$ cat config.mk
export PLATFORM = sky130hd
export DESIGN_NAME = enemy_mover
export DESIGN_NICKNAME = d
export VERILOG_FILES = /design/src/rtl/enemy_pkg.sv /design/src/rtl/enemy_dir_pick.sv /design/src/rtl/enemy_mover.sv
export SDC_FILE = /design/constraint.sdc
export NUM_CORES = 1
export LEC_CHECK = 0
export CAP_MARGIN = 20
export CORE_MARGIN = 4
export CORE_UTILIZATION = 55
export CTS_BUF_LIST = sky130_fd_sc_hd__clkbuf_16
export CTS_CLUSTER_DIAMETER = 40
export DETAILED_ROUTE_END_ITERATION = 10
export GPL_ROUTABILITY_DRIVEN = 0
export GPL_TIMING_DRIVEN = 1
export PLACE_DENSITY = 0.81
export SLEW_MARGIN = 25
export SYNTH_ARGS = -nofsm -noshare
export SYNTH_HDL_FRONTEND = slang
export SYNTH_HIERARCHICAL = 1
export SYNTH_SLANG_ARGS = --single-unit
$ cat constraint.sdc
create_clock -name clock -period 3.91 [get_ports clock]
set_input_delay 0.5865 -clock clock [delete_from_list [all_inputs] [get_ports clock]]
set_output_delay 0.5865 -clock clock [all_outputs]
set_load 0.01 [all_outputs]
$ cat src/rtl/enemy_pkg.sv
// Shared types and constants for the enemy movement engine.
// Holds the direction and FSM state enums plus the LFSR seed/taps and step
// function used by the direction picker.
package enemy_pkg;

  typedef enum logic [1:0] {
    DIR_UP    = 2'd0,
    DIR_RIGHT = 2'd1,
    DIR_DOWN  = 2'd2,
    DIR_LEFT  = 2'd3
  } dir_t;

  typedef enum logic [3:0] {
    ST_IDLE,
    ST_GATE,
    ST_SCAN_ADDR,
    ST_SCAN_CHK,
    ST_TRY_ADDR,
    ST_TRY_CHK,
    ST_WRITE_NEW,
    ST_ERASE_OLD,
    ST_ADVANCE,
    ST_DONE
  } state_t;

  localparam logic [7:0] LFSR_SEED = 8'hA5;
  // x^8+x^6+x^5+x^4+1 in right-shifting Galois form.
  localparam logic [7:0] LFSR_TAPS = 8'hB8;

  function automatic logic [7:0] lfsr_step(input logic [7:0] s);
    return {1'b0, s[7:1]} ^ (s[0] ? LFSR_TAPS : 8'h00);
  endfunction

endpackage

$ cat src/rtl/enemy_dir_pick.sv
// First-direction picker: free-running 8-bit LFSR plus chase/random selection.
// Ports: clock/reset, chase mode, scan cell x/y, player_x/player_y in;
// d0 (first direction to try) out, combinational from the current inputs.
module enemy_dir_pick
  import enemy_pkg::*;
#(
  parameter int GRID_W = 40,
  parameter int GRID_H = 30
) (
  input  logic                      clock,
  input  logic                      reset,
  input  logic                      chase,
  input  logic [$clog2(GRID_W)-1:0] x,
  input  logic [$clog2(GRID_H)-1:0] y,
  input  logic [$clog2(GRID_W)-1:0] player_x,
  input  logic [$clog2(GRID_H)-1:0] player_y,
  output dir_t                      d0
);

  localparam int XW = $clog2(GRID_W);
  localparam int YW = $clog2(GRID_H);
  localparam int AW = (XW > YW) ? XW : YW;

  logic [7:0] lfsr_q;
  logic [7:0] lfsr_d;

  always_comb lfsr_d = lfsr_step(lfsr_q);

  always_ff @(posedge clock) begin
    if (reset) lfsr_q <= LFSR_SEED;
    else       lfsr_q <= lfsr_d;
  end

  logic [AW-1:0] px, py, xx, yy, adx, ady;

  always_comb begin
    px  = AW'(player_x);
    py  = AW'(player_y);
    xx  = AW'(x);
    yy  = AW'(y);
    // Magnitudes kept unsigned; the sign is recovered from the comparisons.
    adx = (px >= xx) ? px - xx : xx - px;
    ady = (py >= yy) ? py - yy : yy - py;
    d0  = dir_t'(lfsr_q[1:0]);
    if (chase) begin
      if ((adx >= ady) && (adx != '0)) d0 = (px > xx) ? DIR_RIGHT : DIR_LEFT;
      else if (ady != '0)              d0 = (py > yy) ? DIR_DOWN : DIR_UP;
    end
  end

endmodule

$ cat src/rtl/enemy_mover.sv
// Grid-sweep enemy mover: row-major scan, at most one step per enemy per sweep.
// Ports: start/done/busy handshake with the tick sequencer, chase + player
// position in, single-port tile RAM (grid_x/y, grid_out, grid_write, grid_in), moves out.
module enemy_mover
  import enemy_pkg::*;
#(
  parameter int GRID_W      = 40,
  parameter int GRID_H      = 30,
  parameter int CELL_W      = 3,
  parameter int ENEMY_CODE  = 4,
  parameter int AIR_CODE    = 0,
  parameter int MOVE_PERIOD = 200000
) (
  input  logic                                 clock,
  input  logic                                 reset,
  input  logic                                 start,
  input  logic                                 chase,
  input  logic [$clog2(GRID_W)-1:0]            player_x,
  input  logic [$clog2(GRID_H)-1:0]            player_y,
  output logic [$clog2(GRID_W)-1:0]            grid_x,
  output logic [$clog2(GRID_H)-1:0]            grid_y,
  input  logic [CELL_W-1:0]                    grid_out,
  output logic                                 grid_write,
  output logic [CELL_W-1:0]                    grid_in,
  output logic                                 busy,
  output logic                                 done,
  output logic [$clog2(GRID_W*GRID_H+1)-1:0]   moves
);

  localparam int XW = $clog2(GRID_W);
  localparam int YW = $clog2(GRID_H);
  localparam int MW = $clog2(GRID_W*GRID_H+1);
  localparam int TW = (MOVE_PERIOD > 1) ? $clog2(MOVE_PERIOD) : 1;
  localparam logic [TW-1:0]     TIMER_INIT = TW'(MOVE_PERIOD - 1);
  localparam logic [CELL_W-1:0] ENEMY      = CELL_W'(ENEMY_CODE);
  localparam logic [CELL_W-1:0] AIR        = CELL_W'(AIR_CODE);

  state_t            state_q, state_d;
  logic [XW-1:0]     scan_x_q, scan_x_d;
  logic [YW-1:0]     scan_y_q, scan_y_d;
  logic [1:0]        try_q, try_d;
  dir_t              d0_q, d0_d;
  logic [GRID_W-1:0] cur_mask_q, cur_mask_d;
  logic [GRID_W-1:0] next_mask_q, next_mask_d;
  logic [TW-1:0]     timer_q, timer_d;
  logic              en_q, en_d;
  logic              chase_q, chase_d;
  logic [MW-1:0]     cnt_q, cnt_d;
  logic [MW-1:0]     moves_q, moves_d;

  dir_t          pick_d0;
  dir_t          dir;
  logic [XW-1:0] cand_x;
  logic [YW-1:0] cand_y;
  logic          cand_ok;
  logic          last_x, last_y;

  enemy_dir_pick #(.GRID_W(GRID_W), .GRID_H(GRID_H)) u_dir_pick (
    .clock    (clock),
    .reset    (reset),
    .chase    (chase_q),
    .x        (scan_x_q),
    .y        (scan_y_q),
    .player_x (player_x),
    .player_y (player_y),
    .d0       (pick_d0)
  );

  assign last_x = (scan_x_q == XW'(GRID_W - 1));
  assign last_y = (scan_y_q == YW'(GRID_H - 1));
  assign dir    = dir_t'(d0_q + try_q);

  // Candidate neighbour; cand_ok is false whenever the step would leave the grid.
  always_comb begin
    cand_x  = scan_x_q;
    cand_y  = scan_y_q;
    cand_ok = 1'b0;
    case (dir)
      DIR_UP:    begin cand_ok = (scan_y_q != '0); cand_y = scan_y_q - YW'(1); end
      DIR_RIGHT: begin cand_ok = !last_x;          cand_x = scan_x_q + XW'(1); end
      DIR_DOWN:  begin cand_ok = !last_y;          cand_y = scan_y_q + YW'(1); end
      default:   begin cand_ok = (scan_x_q != '0); cand_x = scan_x_q - XW'(1); end
    endcase
  end

  always_comb begin
    state_d     = state_q;
    scan_x_d    = scan_x_q;
    scan_y_d    = scan_y_q;
    try_d       = try_q;
    d0_d        = d0_q;
    cur_mask_d  = cur_mask_q;
    next_mask_d = next_mask_q;
    en_d        = en_q;
    chase_d     = chase_q;
    cnt_d       = cnt_q;
    moves_d     = moves_q;
    timer_d     = (timer_q != '0) ? timer_q - TW'(1) : timer_q;
    case (state_q)
      ST_IDLE: if (start) begin
        chase_d = chase;
        state_d = ST_GATE;
      end
      ST_GATE: if (timer_q == '0) begin
        en_d        = 1'b1;
        scan_x_d    = '0;
        scan_y_d    = '0;
        cur_mask_d  = '0;
        next_mask_d = '0;
        cnt_d       = '0;
        state_d     = ST_SCAN_ADDR;
      end else begin
        en_d    = 1'b0;
        state_d = ST_DONE;
      end
      ST_SCAN_ADDR: state_d = ST_SCAN_CHK;
      ST_SCAN_CHK: if ((grid_out == ENEMY) && !cur_mask_q[scan_x_q]) begin
        try_d   = 2'd0;
        d0_d    = pick_d0;
        state_d = ST_TRY_ADDR;
      end else begin
        state_d = ST_ADVANCE;
      end
      ST_TRY_ADDR: if (cand_ok)           state_d = ST_TRY_CHK;
                   else if (try_q == 2'd3) state_d = ST_ADVANCE;
                   else                    try_d   = try_q + 2'd1;
      ST_TRY_CHK: if (grid_out == AIR)     state_d = ST_WRITE_NEW;
                  else if (try_q == 2'd3)  state_d = ST_ADVANCE;
                  else begin
                    try_d   = try_q + 2'd1;
                    state_d = ST_TRY_ADDR;
                  end
      ST_WRITE_NEW: begin
        cnt_d = cnt_q + MW'(1);
        // Right/down moves land in cells still ahead of the scan: mark them.
        if (dir == DIR_RIGHT) cur_mask_d[cand_x]   = 1'b1;
        if (dir == DIR_DOWN)  next_mask_d[scan_x_q] = 1'b1;
        state_d = ST_ERASE_OLD;
      end
      ST_ERASE_OLD: state_d = ST_ADVANCE;
      ST_ADVANCE: begin
        if (last_x && last_y) begin
          moves_d = cnt_q;
          state_d = ST_DONE;
        end else begin
          if (last_x) begin
            scan_x_d    = '0;
            scan_y_d    = scan_y_q + YW'(1);
            cur_mask_d  = next_mask_q;
            next_mask_d = '0;
          end else begin
            scan_x_d = scan_x_q + XW'(1);
          end
          state_d = ST_SCAN_ADDR;
        end
      end
      ST_DONE: begin
        if (en_q) timer_d = TIMER_INIT;
        state_d = ST_IDLE;
      end
      default: state_d = ST_IDLE;
    endcase
  end

  always_ff @(posedge clock) begin
    if (reset) begin
      state_q     <= ST_IDLE;
      scan_x_q    <= '0;
      scan_y_q    <= '0;
      try_q       <= '0;
      d0_q        <= DIR_UP;
      cur_mask_q  <= '0;
      next_mask_q <= '0;
      timer_q     <= TIMER_INIT;
      en_q        <= 1'b0;
      chase_q     <= 1'b0;
      cnt_q       <= '0;
      moves_q     <= '0;
    end else begin
      state_q     <= state_d;
      scan_x_q    <= scan_x_d;
      scan_y_q    <= scan_y_d;
      try_q       <= try_d;
      d0_q        <= d0_d;
      cur_mask_q  <= cur_mask_d;
      next_mask_q <= next_mask_d;
      timer_q     <= timer_d;
      en_q        <= en_d;
      chase_q     <= chase_d;
      cnt_q       <= cnt_d;
      moves_q     <= moves_d;
    end
  end

  // RAM mux: out-of-bounds candidates leave the address at 0.
  always_comb begin
    grid_x     = '0;
    grid_y     = '0;
    grid_write = 1'b0;
    grid_in    = '0;
    case (state_q)
      ST_SCAN_ADDR, ST_SCAN_CHK: begin
        grid_x = scan_x_q;
        grid_y = scan_y_q;
      end
      ST_TRY_ADDR, ST_TRY_CHK: if (cand_ok) begin
        grid_x = cand_x;
        grid_y = cand_y;
      end
      ST_WRITE_NEW: begin
        grid_x     = cand_x;
        grid_y     = cand_y;
        grid_write = 1'b1;
        grid_in    = ENEMY;
      end
      ST_ERASE_OLD: begin
        grid_x     = scan_x_q;
        grid_y     = scan_y_q;
        grid_write = 1'b1;
        grid_in    = AIR;
      end
      default: ;
    endcase
  end

  assign busy  = (state_q != ST_IDLE);
  assign done  = (state_q == ST_DONE);
  assign moves = moves_q;

endmodule
Word level (Yosys, flattened, before mapping)

Cells that the tools add are included.

Register bits: 149
Input bits: 18
Output and inout port bits: 28

Add/subtract/negate cells: 12
Magnitude comparators: 9
Equality and inequality tests: 25
Multiplexer cells: 60
Bitwise gates (word level): 3
Reductions and logical operators: 36

Operators by type and width:

| operator                                                                             | count |
|---|---|
| 40-bit 2-to-1 mux                                                                    | 7 |
| 40-bit case mux with 3 select lines                                                  | 2 |
| 40-bit bitwise OR                                                                    | 2 |
| 18-bit 2-to-1 mux                                                                    | 3 |
| 6-bit 2-to-1 mux                                                                     | 6 |
| 4-bit case mux with 9 select lines                                                   | 1 |
| 4-bit 2-to-1 mux                                                                     | 8 |
| 6-bit case mux with 2 select lines                                                   | 2 |
| 11-bit case mux with 2 select lines                                                  | 1 |
| 5-bit 2-to-1 mux                                                                     | 4 |
| 5-bit case mux with 2 select lines                                                   | 2 |
| 18-bit logical NOT                                                                   | 1 |
| 2-bit 2-to-1 mux                                                                     | 9 |
| 2-bit != test (second input constant)                                                | 9 |
| 6-bit case mux with 3 select lines                                                   | 1 |
| 18-bit nonzero test                                                                  | 1 |
| 6-bit nonzero test                                                                   | 3 |
| 18-bit by 1-bit subtractor with 18-bit output (second input constant)                | 1 |
| 4-bit by 3-bit == test with 1-bit output (second input constant)                     | 4 |
| 5-bit case mux with 3 select lines                                                   | 1 |
| 6-bit by 7-bit < comparator with 1-bit output (second input constant)                | 2 |
| 1-bit demux with 6-bit select                                                        | 2 |
| 6-bit by 1-bit greater-or-equal comparator with 1-bit output (second input constant) | 2 |
| 6-bit greater-or-equal comparator                                                    | 2 |
| other kinds (44)                                                                     | 69 |

Logic depth before layout (Yosys ltp)

Gate-level depths: netlist (run 1).

Word-level depth: 11
Mapped depth: 18

By module

Netlist (run 1), hierarchy kept.

Modules (own cells, without submodules):

| module         | instances | cells each | area each (um^2) | seq. area each (um^2) |
|---|---|---|---|---|
| enemy_mover    | 1         | 915        | 7225.7           | 2822.7 |
| enemy_dir_pick | 1         | 168        | 1427.6           | 160.2 |

Least setup slack after synthesis (run 1)

Ideal clock, no wire load.

Path type: input to register
Start: input player_x[0]
End: register d0_q[1]
Library setup time: 0.128 ns
Arrival time: 3.670 ns
Data required time: 3.782 ns
Path slack: 0.113 ns
Stages on the path: 18
Buffers on the path: 0
Cells stage by stage: inv_1 -> ha_1 -> inv_1 -> fa_1 -> a21o_1 -> a221oi_4 -> nand2_4 -> mux2_2 -> ha_1 -> a21o_1 -> a21o_1 -> a21o_1 -> a21o_2 -> a21oi_1 -> or3_1 -> o2111ai_1 -> mux2i_1 -> nor2_1

Word-level cells in the longest chain between the ends: 6
Elaborated cells on any way between the ends: 11
Classes of those cells: add/sub: 2; order compare: 3; mux: 4; reduce/logical: 2

Ends and longest elaborated chain:

| what                                                                           | RTL line             | text |
|---|---|---|
| start: declaration                                                             | enemy_mover.sv:18    | `input logic [$clog2(GRID_W)-1:0] player_x,` |
| 6-bit subtractor / 6-bit greater-or-equal comparator (equally long branches)   | enemy_dir_pick.sv:42 | `adx = (px >= xx) ? px - xx : xx - px;` |
| 6-bit 2-to-1 mux                                                               | enemy_dir_pick.sv:42 |  |
| 6-bit greater-or-equal comparator / 6-bit nonzero test (equally long branches) | enemy_dir_pick.sv:46 | `if ((adx >= ady) && (adx != '0)) d0 = (px > xx) ? DIR_RIGHT : DIR_LEFT;` |
| 1-bit logical AND                                                              | enemy_dir_pick.sv:46 |  |
| 2-bit 2-to-1 mux (*)                                                           | enemy_dir_pick.sv:46 |  |
| 2-bit 2-to-1 mux (*)                                                           | enemy_dir_pick.sv:45 | `if (chase) begin` |
| named net pick_d0[1]                                                           | enemy_mover.sv:51    | `dir_t pick_d0;` |
| end signal: assignment                                                         | enemy_mover.sv:171   | `d0_q <= DIR_UP;` |
| end signal: assignment                                                         | enemy_mover.sv:184   | `d0_q <= d0_d;` |
| end: declaration                                                               | enemy_mover.sv:42    | `dir_t d0_q, d0_d;` |

The timed path passes the listed nets; every way through them passes the cells marked *.
A chain may end at the register's enable or synchronous reset.

Worst setup path after layout (run 1)

Start: register scan_y_q[1]
End: output grid_x[0]

Word-level cells in the longest chain between the ends: 5
Elaborated cells on any way between the ends: 6
Classes of those cells: eq/ne: 1; mux: 3; reduce/logical: 2

Ends and longest elaborated chain:

| what                                   | RTL line           | text |
|---|---|---|
| start: declaration                     | enemy_mover.sv:40  | `logic [YW-1:0] scan_y_q, scan_y_d;` |
| start signal: assignment               | enemy_mover.sv:182 | `scan_y_q <= scan_y_d;` |
| 5-bit == test                          | enemy_mover.sv:70  | `assign last_y = (scan_y_q == YW'(GRID_H - 1));` |
| 1-bit logical NOT                      | enemy_mover.sv:81  | `DIR_DOWN: begin cand_ok = !last_y; cand_y = scan_y_q + YW'(1); end` |
| 1-bit case mux with 3 select lines (*) | enemy_mover.sv:78  | `case (dir)` |
| 6-bit 2-to-1 mux (*)                   | enemy_mover.sv:206 | `ST_TRY_ADDR, ST_TRY_CHK: if (cand_ok) begin` |
| 6-bit case mux with 3 select lines (*) | enemy_mover.sv:201 | `case (state_q)` |
| end: declaration                       | enemy_mover.sv:20  | `output logic [$clog2(GRID_W)-1:0] grid_x,` |

Mark *: on every way between the ends. The rest lies on a longest branch, timed or not.

==> results of run 1 <==
stage by stage:
| stage | setup TNS [ns] | instance area (µm²) | utilization |
|---|---|---|---|
| final | 0 | 10300 | 0.671 |
| after global routing | -0.0640 | 10300 | 0.671 |
| after CTS | 0 | 10200 | 0.664 |
| after detailed placement | -0.981 | 9500 | 0.620 |
| after global placement | -0.741 | 9500 | 0.620 |
| after floorplan | 0 | 8660 | - |
worst max-delay path, stage by stage, from the launching register on:
cell and delay, ns:
dfxtp_1 0.45, inv_1 0.14, ha_1 0.19, and4_1 0.26, a221o_1 0.36, a22oi_4 0.23, nand2_1 0.11, nand2_2 0.18
nand2_1 0.15, a21oi_1 0.16, clkdlybuf4s50_1 0.57
sequential cells by signal, summed over array words and instances, names as in the netlist:
name / count
chase_q: 1
cnt_q: 11
cur_mask_q: 40
d0_q: 2
en_q: 1
moves: 11
next_mask_q: 40
scan_x_q: 6
scan_y_q: 5
state_q: 4
timer_q: 18
try_q: 2
u_dir_pick/lfsr_q: 8
power groups by stage:
stage                     Combinational, mW  Clock (mW)  Sequential [mW]
after floorplan                       0.381           0             1.59
after global placement                0.538           0             1.60
after detailed placement              0.547           0             1.60
after CTS                             0.554        1.82             1.57
after global routing                  0.629        1.89             1.57
final                                 0.584        1.81             1.57
final timing paths:
kind,start,end,slack [ns],depth (start not counted)
setup / recovery,scan_y_q[1],grid_x[0],0.1,10
hold / removal,u_dir_pick/lfsr_q[3],u_dir_pick/lfsr_q[2],0.41,1
setup reg to reg,scan_x_q[1],d0_q[0],0.37,16
hold reg to reg,u_dir_pick/lfsr_q[3],u_dir_pick/lfsr_q[2],0.41,1
logic make-up after synthesis:
group,Yosys count,share of synthesized area
flip-flops,149,0.345
AND/OR/NAND/NOR,387,0.221
buffers and inverters,108,0.0542
AO/OA/AOI/OAI,330,0.242
XOR/XNOR,37,0.0392
other,1,0.000433
adder cells (fa/ha/maj),40,0.0613
multiplexers,31,0.0377
repair_timing:
action / in CTS / in global routing
pin swaps: 0 / 12
gates resized for setup: 5 / 19
setup buffers: 0 / 3
setup endpoints to repair: 9 / 8
gates cloned: 0 / 1
cell usage in the layout (no fill, tap or decap), drive strengths merged, types with 8 or more instances in the layout:
| cell type | count |
|---|---|
| a21oi | 140 |
| or2 | 9 |
| nand2b | 16 |
| nor2 | 111 |
| a21o | 14 |
| clkbuf | 17 |
| and3 | 13 |
| buf | 61 |
| nor2b | 9 |
| nand3 | 25 |
| clkdlybuf4s50 | 38 |
| ha | 36 |
| xnor2 | 23 |
| inv | 52 |
| nor3 | 34 |
| a211oi | 42 |
| xor2 | 13 |
| dfxtp | 149 |
| nand2 | 115 |
| nand3b | 9 |
| nand4 | 8 |
| o21ai | 55 |
| mux2i | 24 |
| a31oi | 9 |
cell type report:
| class | instances | area, µm² |
|---|---|---|
| repair buffers | 103 | 886 |
| clock buffers | 17 | 425 |
| flip-flops and latches | 149 | 2980 |
| inverters | 48 | 180 |
| fillers | 1230 | 5040 |
| well taps | 211 | 264 |
| multi-input cells | 828 | 5320 |
| clock inverters | 15 | 223 |
layer usage:
layer,part of all wire,wire (µm),vias to the layer above,GRT usage
met4,0.035,848,0,0.105
met1,0.43,10200,3900,0.358
met5,0,0,-,0
met3,0.091,2190,93,0.0540
li1,-,-,4010,-
met2,0.45,10800,456,0.414
==> results_dict.tcl, run 1 <==
set metrics [dict create \
    outcome "finished clean" \
    cts_buffer_depth 2 \
    grt_usage 0.264 \
    rows 45 \
    ys_ff_latch 149 \
    worst_slew_pin_slew_ns 1.11 \
    synth_cells 1083 \
    max_cap_viol_count 0 \
    rsz0062_at_grt "true" \
    synth.distinct_cells 84 \
    drcViolationCount 0 \
    ys_async_sr_fraction 0 \
    grt.overflow.total 0 \
    yosysMostFrequentCell "dfxtp_1" \
    die_w_um 133 \
    post-synth-top-area-cell "dfxtp_1" \
    syn2layout_area_growth_pct 18.8 \
    worst_hold_slack_ns 0.408 \
    switching_share 0.271 \
    power_mw 3.96 \
    cts.sinks 149 \
    hp-class "flop to flop" \
    cts_buffers 17 \
    hold_buffers 0 \
    die-height_um 133 \
    top_level_ports 46 \
    syn-mean-instance-area_um2 7.99 \
    worstSetupPathType "flop to output pin" \
    clockRootBuffer "clkbuf_16" \
    p_leak_nw 3.81 \
    via_count 8459 \
    pre_cts_slack_ns -0.495 \
    ys.flop_type "dfxtp_1" \
    grt_pass1_wl_mm 38.9 \
    hold_viol 0 \
    antenna_found_initial 0 \
    hpwlAfterDp_mm 16.1 \
    synth_edf_count 0 \
    synth_top_cells_by_count "dfxtp_1 (149), a21oi_1 (138), nand2_1 (113), nor2_1 (111), inv_1 (47)" \
    diodes 0 \
    clk_pin_slew_ns 0.06 \
    netlist_area_um2 8650 \
    fin_cells 1371 \
    place_inst 1335 \
    critPathRequiredTime_ns 3.32 \
    core_um2 15300 \
    cts_htree_levels 4 \
    finalSetupViolations 0 \
    finalCritPeriodShare 0.975 \
    p_seq_frac 0.395 \
    die_area_um2 17800 \
    yosys_warnings 6 \
    drt_iter0_drc 985 \
    slew_headroom 0.256 \
    fin_crit_ns 3.81 \
    avgViaCountPerCell 6.17 \
    initial_core_util 0.565 \
    yosys-top-cells-area "dfxtp_1 (34%), a21oi_1 (8.0%), ha_1 (5.2%)" \
    wirelength_mm 24.0 \
    firstDrtPassIters 5 \
    grt_pass1_vias 7902 \
    clock_latency_ns 0.43 \
    endpoint_kind "output pin" \
    portBuffers 43 \
    setup_ws_ns 0.0988 \
    cts_tree "built" \
    p_switching_mw 1.07 \
    clock_power_share 0.457 \
    antenna_left 0 \
    slew_viol_final 0 \
    nNetsFinal 1205 \
    ys_seq_area_frac 0.345 \
    crit_path_start_kind "flop" \
    crit_fanout 5 \
    internal-power_mw 2.89 \
    layout-drive-gt1-share 0.127 \
    grt_max_degree 49 \
    powerDensity_nw_per_um2 385 \
    max_freq_mhz 262 \
    combPwrFrac 0.147 \
    netlist.area_leader.share 0.345 \
    skew_ns 0.00795 \
    cp.arrival_ns 3.22 \
    peakVddDrop_mv 0.325 \
    wire_per_inst_um 17.5 \
]
No activity file was read; power rests on OpenSTA's default activity.
==> inputs of run 2 (changes only) <==
GPL_ROUTABILITY_DRIVEN = 1   (was 0)
==> run 2 against run 1 <==
Net effect:
- wire length decreased by 0.75%
- first-iteration DRC count decreased by 21%
- global-route usage increased by 0.31 points
- hold slack improved by 0.027 ns
- critical endpoint is now grid_y[2]
- clock skew about the same
- setup slack improved by 0.011 ns
- register-to-register slack improved by 0.02 ns
==> results_dict.tcl, run 2 (synthesized netlist as in run 1, its figures left out) <==
set metrics [dict create \
    die_w_um 133 \
    final_cell_area_um2 10300 \
    skew_ns 0.00818 \
    powerDensity_nw_per_um2 380 \
    rows 45 \
    seqCellArea_um2 2990 \
    critPathRequiredTime_ns 3.32 \
    hold_viol 0 \
    grt.overflow.total 0 \
    top_regs "cur_mask_q x40, next_mask_q x40, timer_q x18" \
    cts_buffers 17 \
    fin_tns_setup_ns 0 \
    fin_cells 1374 \
    avgViaCountPerCell 6.08 \
    die_area_um2 17800 \
    finalSetupViolations 0 \
    wire_per_inst_um 17.4 \
    portBuffers 43 \
    power_mw 3.90 \
    place_area_um2 9530 \
    clock_latency_ns 0.43 \
    nNetsFinal 1208 \
    crit_path_start_kind "flop" \
    syn2layout_area_growth_pct 18.8 \
    slowest_stage "clkdlybuf4s50_1" \
    clk_pin_slew_ns 0.06 \
    diodes 0 \
    slew_viol_final 0 \
    final_common_cell "dfxtp_1" \
    cp_cell_sequence "ha_2, and3b_1, a221o_1, a22oi_4, a21oi_4, buf_12, o41ai_1, clkdlybuf4s50_1" \
    critical-path-max-stage-delay_ns 0.63 \
    initial_core_util 0.565 \
    top_level_ports 46 \
    cts_buffer_depth 2 \
    p_leak_nw 3.82 \
    finalCritPeriodShare 0.972 \
    max_cap_viol_count 0 \
    fin_crit_ns 3.80 \
    peakVddDrop_mv 0.285 \
    multi_input_area_um2 5290 \
    utilization 0.671 \
    hold_buffers 0 \
    grt_pass1_wl_mm 38.8 \
    max_freq_mhz 263 \
    worst_slew_pin_slew_ns 1.06 \
    core_um2 15300 \
    place_inst 1340 \
    slew_headroom 0.288 \
    clockRootBuffer "clkbuf_16" \
    layout_common_cells "dfxtp_1 (146), a21oi_1 (136), nand2_1 (112), nor2_1 (109), buf_4 (62)" \
    via_count 8353 \
    die-height_um 133 \
    drcViolationCount 0 \
    gp_congestion 0.926 \
    endpoint_kind "output pin" \
    hpwlAfterDp_mm 16.5 \
    antenna_left 0 \
    grt_pass1_vias 7676 \
    worstSetupPathType "flop to output pin" \
    cts_tree "built" \
    fillers 1254 \
    cts.sinks 149 \
    cts_htree_levels 4 \
    hp-class "flop to flop" \
    firstDrtPassIters 6 \
    grt_usage 0.267 \
    drt_iter0_drc 776 \
    outcome "finished clean" \
    grt_max_degree 49 \
    cp.arrival_ns 3.21 \
    crit_fanout 8 \
    layout-drive-gt1-share 0.131 \
    wirelength_mm 23.8 \
    antenna_found_initial 0 \
]
[run 2: changes by cell type in the layout (fill, tap and decap cells not counted), sizes merged]
cell      previous run  this run
a21oi              140       139
clkinv               5         6
bufinv               5         4
buf                 61        65
clkinvlp             1         3
inv                 52        50
[run 2: worst max-delay path: cells and delay by family, from the launching register on]
family,cells,cell delay [ns]
simple gates,1,0.22
buf+inv,2,0.77
fa+ha+maj,1,0.36
flops,1,0.38
compound gates,4,1.05
[run 2: final timing paths]
path | from | endpoint | slack, ns | cells past startpoint
worst max-delay path | try_q[0] | grid_y[2] | 0.11 | 8
worst min-delay path | u_dir_pick/lfsr_q[3] | u_dir_pick/lfsr_q[2] | 0.44 | 1
worst max register to register | scan_x_q[0] | d0_q[1] | 0.39 | 18
worst min register to register | u_dir_pick/lfsr_q[3] | u_dir_pick/lfsr_q[2] | 0.44 | 1
[run 2: layout make-up]
type / instances / share of cell area
Clock buffer: 17 / 0.0414
Clock inverter: 15 / 0.0197
Tap cell: 211 / 0.0257
Timing Repair Buffer: 107 / 0.0906
Multi-Input combinational cell: 827 / 0.515
Inverter: 48 / 0.0175
Sequential cell: 149 / 0.290
[run 2: power breakdown]
| part | switching [mW] | internal [mW] | total [mW] |
|---|---|---|---|
| Combinational | 0.371 | 0.213 | 0.583 |
| Clock | 0.683 | 1.07 | 1.76 |
| Sequential | 0.0251 | 1.54 | 1.57 |
[run 2: per-layer routing]
layer,share of wire,vias to the layer above,global-route usage
met3,0.074,49,0.0465
met4,0.026,0,0.113
met2,0.46,372,0.416
met5,0,-,0
met1,0.44,3921,0.366
li1,-,4011,-
[run 2: metrics by stage]
stage,hold slack (ns),setup slack (ns)
3_3_place_gp,0.397,-0.356
3_5_place_dp,0.404,-0.418
4_1_cts,0.432,-0.0000240
5_1_grt,0.451,-0.00160
2_1_floorplan,0.389,0.113
6_report,0.436,0.109
[run 2: what timing repair did]
item,CTS,global route
buffers inserted,0,2
resized for setup,3,20
pin swaps,0,6
endpoints found under the hold margin,0,0
endpoints found under the setup margin,3,10
